<file path="src/rtl/latch_write_ctrl.sv">
// latch_write_ctrl: sequences writes into a bank of level-sensitive D latches.
// Registered D bus plus a one-hot En pulse framed by setup and hold phases.
//
// Ports:
//   clk        rising-edge clock
//   rst        synchronous active-high reset
//   req_valid  write request present
//   req_ready  request can be accepted (IDLE and not in reset)
//   req_addr   target latch index (AW bits)
//   req_data   data to write (DW bits)
//   D          registered data bus to every latch
//   En         registered one-hot latch enables (N_LATCH bits)
//   busy       a write is in progress
//   err        one-cycle pulse on an out-of-range address
module latch_write_ctrl #(
  parameter int N_LATCH   = 4,
  parameter int DW        = 8,
  parameter int AW        = $clog2(N_LATCH),
  parameter int SETUP_CYC = 1,
  parameter int PULSE_CYC = 2,
  parameter int HOLD_CYC  = 1
) (
  input  logic               clk,
  input  logic               rst,
  input  logic               req_valid,
  output logic               req_ready,
  input  logic [AW-1:0]      req_addr,
  input  logic [DW-1:0]      req_data,
  output logic [DW-1:0]      D,
  output logic [N_LATCH-1:0] En,
  output logic               busy,
  output logic               err
);

  typedef enum logic [1:0] {
    IDLE,
    SETUP,
    PULSE,
    HOLD
  } state_t;

  localparam int MAX_SP = (SETUP_CYC > PULSE_CYC) ? SETUP_CYC : PULSE_CYC;
  localparam int MAXC   = (MAX_SP > HOLD_CYC) ? MAX_SP : HOLD_CYC;
  localparam int CW     = $clog2(MAXC + 1);

  localparam logic [CW-1:0] S_LAST = CW'(SETUP_CYC - 1);
  localparam logic [CW-1:0] P_LAST = CW'(PULSE_CYC - 1);
  localparam logic [CW-1:0] H_LAST = CW'(HOLD_CYC - 1);

  localparam logic [N_LATCH-1:0] ONE = {{(N_LATCH-1){1'b0}}, 1'b1};

  state_t               state_q, state_d;
  logic [CW-1:0]        cnt_q, cnt_d;
  logic [AW-1:0]        addr_q, addr_d;
  logic [DW-1:0]        d_q, d_d;
  logic [N_LATCH-1:0]   en_q, en_d;
  logic                 busy_q, busy_d;
  logic                 err_q, err_d;
  logic                 in_range;

  // Widened compare so a power-of-two bank does not fold to a constant.
  assign in_range = 32'(req_addr) < 32'(N_LATCH);

  assign req_ready = (state_q == IDLE) && !rst;
  assign D         = d_q;
  assign En        = en_q;
  assign busy      = busy_q;
  assign err       = err_q;

  always_comb begin
    state_d = state_q;
    cnt_d   = cnt_q;
    addr_d  = addr_q;
    d_d     = d_q;
    en_d    = en_q;
    busy_d  = busy_q;
    err_d   = 1'b0;
    unique case (state_q)
      IDLE: begin
        if (req_valid) begin
          if (in_range) begin
            addr_d  = req_addr;
            d_d     = req_data;
            busy_d  = 1'b1;
            cnt_d   = '0;
            state_d = SETUP;
          end else begin
            err_d = 1'b1;
          end
        end
      end
      SETUP: begin
        if (cnt_q == S_LAST) begin
          cnt_d   = '0;
          en_d    = ONE << addr_q;
          state_d = PULSE;
        end else begin
          cnt_d = cnt_q + 1'b1;
        end
      end
      PULSE: begin
        if (cnt_q == P_LAST) begin
          cnt_d   = '0;
          en_d    = '0;
          state_d = HOLD;
        end else begin
          cnt_d = cnt_q + 1'b1;
        end
      end
      HOLD: begin
        if (cnt_q == H_LAST) begin
          cnt_d   = '0;
          busy_d  = 1'b0;
          state_d = IDLE;
        end else begin
          cnt_d = cnt_q + 1'b1;
        end
      end
      default: begin
        en_d    = '0;
        busy_d  = 1'b0;
        cnt_d   = '0;
        state_d = IDLE;
      end
    endcase
  end

  always_ff @(posedge clk) begin
    if (rst) begin
      state_q <= IDLE;
      cnt_q   <= '0;
      addr_q  <= '0;
      d_q     <= '0;
      en_q    <= '0;
      busy_q  <= 1'b0;
      err_q   <= 1'b0;
    end else begin
      state_q <= state_d;
      cnt_q   <= cnt_d;
      addr_q  <= addr_d;
      d_q     <= d_d;
      en_q    <= en_d;
      busy_q  <= busy_d;
      err_q   <= err_d;
    end
  end

endmodule

</file>
<file path="config.mk">
export PLATFORM = sky130hd
export DESIGN_NAME = latch_write_ctrl
export DESIGN_NICKNAME = d
export VERILOG_FILES = /design/src/rtl/latch_write_ctrl.sv
export SDC_FILE = /design/constraint.sdc
export NUM_CORES = 1
export LEC_CHECK = 0
export BUFFER_PORTS_ARGS = -buffer_cell sky130_fd_sc_hd__buf_4
export CAP_MARGIN = 15
export CORE_UTILIZATION = 50
export CTS_CLUSTER_DIAMETER = 100
export DETAILED_ROUTE_END_ITERATION = 12
export GPL_TIMING_DRIVEN = 1
export PLACE_DENSITY_LB_ADDON = 0.05
export SLEW_MARGIN = 20
export SYNTH_ARGS = -nofsm -noshare
export SYNTH_HDL_FRONTEND = slang
export SYNTH_SLANG_ARGS = --single-unit
</file>
<file path="constraint.sdc">
create_clock -name clk -period 1.7 [get_ports clk]
set_input_delay 0.085 -clock clk [delete_from_list [all_inputs] [get_ports clk]]
set_output_delay 0.085 -clock clk [all_outputs]
set_load 0.05 [all_outputs]
</file>
=== Word-level counts from Yosys, hierarchy flattened ===
Cells that the tools add are included.

* Flip-flop bits (word level): 19
* Bits in latches: 0
* Memory bits (writable): 0
* ROM bits: 0
* Input bits: 13
* Output and inout port bits: 15
* Word-level logic and storage cells: 42
* Memories kept: 0

* Add/subtract/negate cells: 1
* Multipliers: 0
* Div/mod/pow operators: 0
* Magnitude comparators: 0
* Eq/ne operators: 8
* Shift-type cells: 1
* Mux-type cells: 15
* Bitwise gates (word level): 0
* Reduce and logical (&&, ||, !) cells: 11

{| class="wikitable"
|+ Operator list
! cell !! count
|-
| 2-bit two-way mux || 7
|-
| 4-bit two-way mux || 2
|-
| 2-bit inequality test (second input constant) || 4
|-
| 2-bit case mux with 4 select lines || 1
|-
| 4-bit case mux with 2 select lines || 1
|-
| 2-bit case mux with 3 select lines || 1
|-
| 3-bit AND reduction || 2
|-
| 2-bit by 1-bit equality test with 1-bit output (second input constant) || 2
|-
| 2-bit equality test (second input constant) || 2
|-
| 2-bit zero test || 2
|-
| 4-bit AND reduction || 1
|-
| 2-bit nonzero test || 2
|-
| 1-bit by 2-bit << shifter with 4-bit output (first input constant) || 1
|-
| 2-bit by 1-bit adder with 2-bit output (second input constant) || 1
|-
| 1-bit two-way mux || 2
|-
| 1-bit case mux with 2 select lines || 1
|-
| 2-bit AND reduction || 1
|-
| 2-bit OR reduction || 1
|-
| 1-bit logical AND || 1
|-
| 1-bit zero test || 1
|}

=== Longest topological paths before layout ===
* Depth in word-level cells: 3
* Mapped depth: 7
* Mapped depth without buffers: 5

=== Worst setup path after synthesis ===
No wires, ideal clock.

* Kind: flip-flop to output port
* From: register state_q[0]
* To: output port req_ready
* Arrival time: 1.516 ns
* Data required time: 1.615 ns
* Path slack: 0.099 ns
* Cell stages (with the launch flop): 5
* Path buffers: 1
* Path through: dfxtp_1 -> inv_1 -> ha_1 -> clkbuf_1 -> nor2b_1

* Word-level cells in the longest chain between the ends: 2

{| class="wikitable"
|+ RTL lines
! element !! line !! RTL
|-
| from (decl) || 52 || <nowiki>state_t state_q, state_d;</nowiki>
|-
| from (signal assigned) || 138 || <nowiki>state_q <= state_d;</nowiki>
|-
| 2-bit zero test || 64 || <nowiki>assign req_ready = (state_q == IDLE) && !rst;</nowiki>
|-
| 1-bit logical AND || 64 ||
|-
| to (decl) || 26 || <nowiki>output logic req_ready,</nowiki>
|}

Every way passes these cells.

=== Worst setup path after layout ===
* From: register state_q[1]
* To: register state_q[0]

* Word-level cells in the longest chain between the ends: 3
* Elaborated cells between the ends (all ways): 10
* Classes of those cells: 7 x eq/ne; 1 x mux; 2 x reduce/logical

{| class="wikitable"
|+ RTL lines
! element !! line !! RTL
|-
| 2-bit equality test, or another cell as far along || 78 || <nowiki>unique case (state_q)</nowiki>
|-
| 2-bit inequality test (no source line) || n/a ||
|-
| 4-bit AND reduction (no source line) || n/a ||
|}

Several ways; a longest one is shown, not always the timed one.
A chain may end at the register's enable or synchronous reset.

==> results.json <==
{
  "dp.cells": 165,
  "fin_cells": 169,
  "vdd_drop_max_mv": 0.926,
  "drive_above_1_share_pct": 24.3,
  "ys_seq_area_share_pct": 37.9,
  "worstHoldStart": "req_data[3]",
  "grt_pass1_wl_um": 2960,
  "die_w_um": 46.8,
  "clkSlewWorstSetupHoldPaths_ns": 0.11,
  "cts_tree": "done",
  "ys_ff_latch": 19,
  "max_freq_ghz": 0.618,
  "crit_start": "state_q[1]",
  "syn_inst": 119,
  "num_antenna_cells": 0,
  "final_nets": 168,
  "finalHoldViolations": 0,
  "nFillCells": 152,
  "dpl.hpwl_um": 1490,
  "grt_max_degree": 18,
  "total_power_uw": 1990,
  "worstPathMaxFanout": 6,
  "fin_crit_sh_pct": 95.2,
  "start_util_pct": 55.8,
  "numCtsBuffers": 3,
  "tns_ns": 0,
  "crit_path_start_kind": "register",
  "antenna_left": 0,
  "cp_cell_sequence": "inv_1 > ha_1 > and2b_4 > a2111oi_4 > mux2i_1",
  "ys.warnings.count": 0,
  "postLayoutCellArea_um2": 1230,
  "routed_wl_um": 1960,
  "rsz0062_at_grt": "no",
  "setup_viol": 0,
  "htree_levels": 1,
  "p_leak_uw": 0.000557,
  "num_vias": 876,
  "grt_pass1_vias": 722,
  "crit_path_end_kind": "register",
  "cts_buffer_depth": 2,
  "slowest_delay_ns": 0.42,
  "numPortBuffers": 26,
  "finalClockSkew_ns": 0.00611,
  "slowest_stage": "dfxtp_1",
  "r2r-start": "state_q[1]",
  "cpLargestDelayFamily": "flip-flops",
  "first_pass_iters": 4,
  "cp_data_required_time_ns": 1.93,
  "antenna_found_initial": 0,
  "dieArea_um2": 2190,
  "clkLatencyLatePin_ns": 0.30,
  "yosysUniqueCellTypes": 29,
  "synth.avg_cell_area_um2": 8.44,
  "syn_area_um2": 1000,
  "drc": 0,
  "drv_slew": 0,
  "synthToLayoutAreaGrowth_pct": 22.5,
  "globalplace.congestion": 0.816,
  "cp_num_buf_inv": 1,
  "drt_iter0_drc": 19,
  "rows": 15,
  "viasPerCell": 5.18,
  "grtUsageTotal_pct": 19.5,
  "cts_root_buf": "clkbuf_4",
  "outcome": "complete, no violations",
  "ioPinCount": 28,
  "syn-num-nets": 142,
  "min_path_type": "in -> reg",
  "die_h_um": 46.8,
  "grt-ovfl-total": 0,
  "criticalPathCategory": "reg -> reg",
  "p_per_area_nw_per_um2": 1620,
  "cts_sinks": 19,
  "whs_ns": 0.0200,
  "wl_per_cell_um": 11.6,
  "hold_buffers": 0,
  "worstPathArrival_ns": 1.85,
  "dpl-instance-area_um2": 1200,
  "min_period_ns": 1.62,
  "coreArea_um2": 1800,
  "drv_cap": 0
}
logic make-up (layout without fill, tap and decap cells):
group | Yosys count | count (layout) | share of synthesized area [%]
and+or+nand+nor | 47 | 47 | 23.5
AOI/OAI and AO/OA | 28 | 28 | 18.1
DFF | 19 | 19 | 37.9
buffers and inverters | 12 | 37 | 5.73
adders and majority gates | 10 | 10 | 12.5
muxes | 2 | 2 | 1.99
other | 1 | 1 | 0.373
timing repair:
item / 4_1_cts / 5_1_grt
hold endpoints to repair: 0 / 0
gates resized for setup: 0 / 1
buffers inserted: 0 / 0
setup endpoints to repair: 0 / 3
area by class of cell:
class                      count  area [µm²]  area share (%)
inverter                       6        22.5            1.83
timing repair buffer          27         203            16.5
clock buffer                   4        26.3            2.13
tap                           25        31.3            2.54
multi-input combinational     88         567            46.0
sequential                    19         382            31.0
worst paths after layout:
kind	endpoint	slack [ns]	depth (start not counted)
setup reg to reg	state_q[0]	0.08	5
hold reg to reg	D[3]	0.46	2
setup / recovery	state_q[0]	0.08	5
hold / removal	D[3]	0.02	3
synth_stat cells:
library cell	number	area share [%]
o21ai_0	6	3.0
a32oi_1	1	0.87
mux2i_1	2	2.0
nand2b_1	2	1.2
and2b_4	1	1.0
nor2_1	2	0.75
and2_1	1	0.62
conb_1	1	0.37
nor2b_1	2	1.2
buf_4	1	0.75
or2_2	1	0.62
or2_0	1	0.62
nor2b_4	1	1.4
clkbuf_1	3	1.1
a2111oi_4	1	2.7
nand4_1	4	2.5
and3_1	1	0.62
o211a_1	1	1.0
o31ai_1	4	3.0
inv_1	6	2.2
nor3_1	1	0.50
nor3b_1	2	1.5
ha_1	10	12
a21oi_1	15	7.5
buf_2	1	0.50
dfxtp_1	19	38
buf_6	1	1.1
and3b_1	1	0.87
nand2_1	27	10
report_power, final:
| group | switching, µW | leakage (µW) | total [µW] | internal [µW] |
|---|---|---|---|---|
| logic | 707 | 0.000386 | 1120 | 414 |
| clock network | 140 | 0.0000150 | 232 | 91.3 |
| registers | 84.7 | 0.000156 | 643 | 558 |
| total | 932 | 0.000557 | 1990 | 1060 |
metal layers:
metal / track usage [%] / share of wire (%) / vias to the layer above
met5: 0 / 0 / -
met4: 10.3 / 1.3 / 0
met3: 3.46 / 3.9 / 4
met2: 32.5 / 48 / 20
met1: 23.9 / 46 / 403
li1: - / - / 449
through the flow:
step | util (%) | setup WS [ns]
6_report | 68.3 | 0.0820
5_1_grt | 68.3 | 0.0154
4_1_cts | 68.3 | 0.0739
3_5_place_dp | 66.8 | 0.0998
3_3_place_gp | 66.8 | 0.186
2_1_floorplan | - | 0.0987
placed cells by master, fill, tap and decap left out, types with 2 or more instances in the layout:
cell type and count:
a21oi_1 15, buf_4 27, clkbuf_4 3, dfxtp_1 18, ha_1 10, inv_1 6, mux2i_1 2, nand2_1 27
nand2b_1 2, nand4_1 4, nor2_1 2, nor2b_1 2, nor3b_1 2, o21ai_0 6, o31ai_1 4
worst register-to-register path, cell delays in order (launching register included):
cell and delay [ns]:
dfxtp_1 0.42, inv_1 0.11, ha_1 0.25, and2b_4 0.21, a2111oi_4 0.34, mux2i_1 0.22
sequential cells by signal (all words and copies together) (netlist names):
name and cells:
busy 1, En 4, cnt_q 2, addr_q 2
D 8, state_q 2
Note: power is estimated with default switching activity, not from simulation.
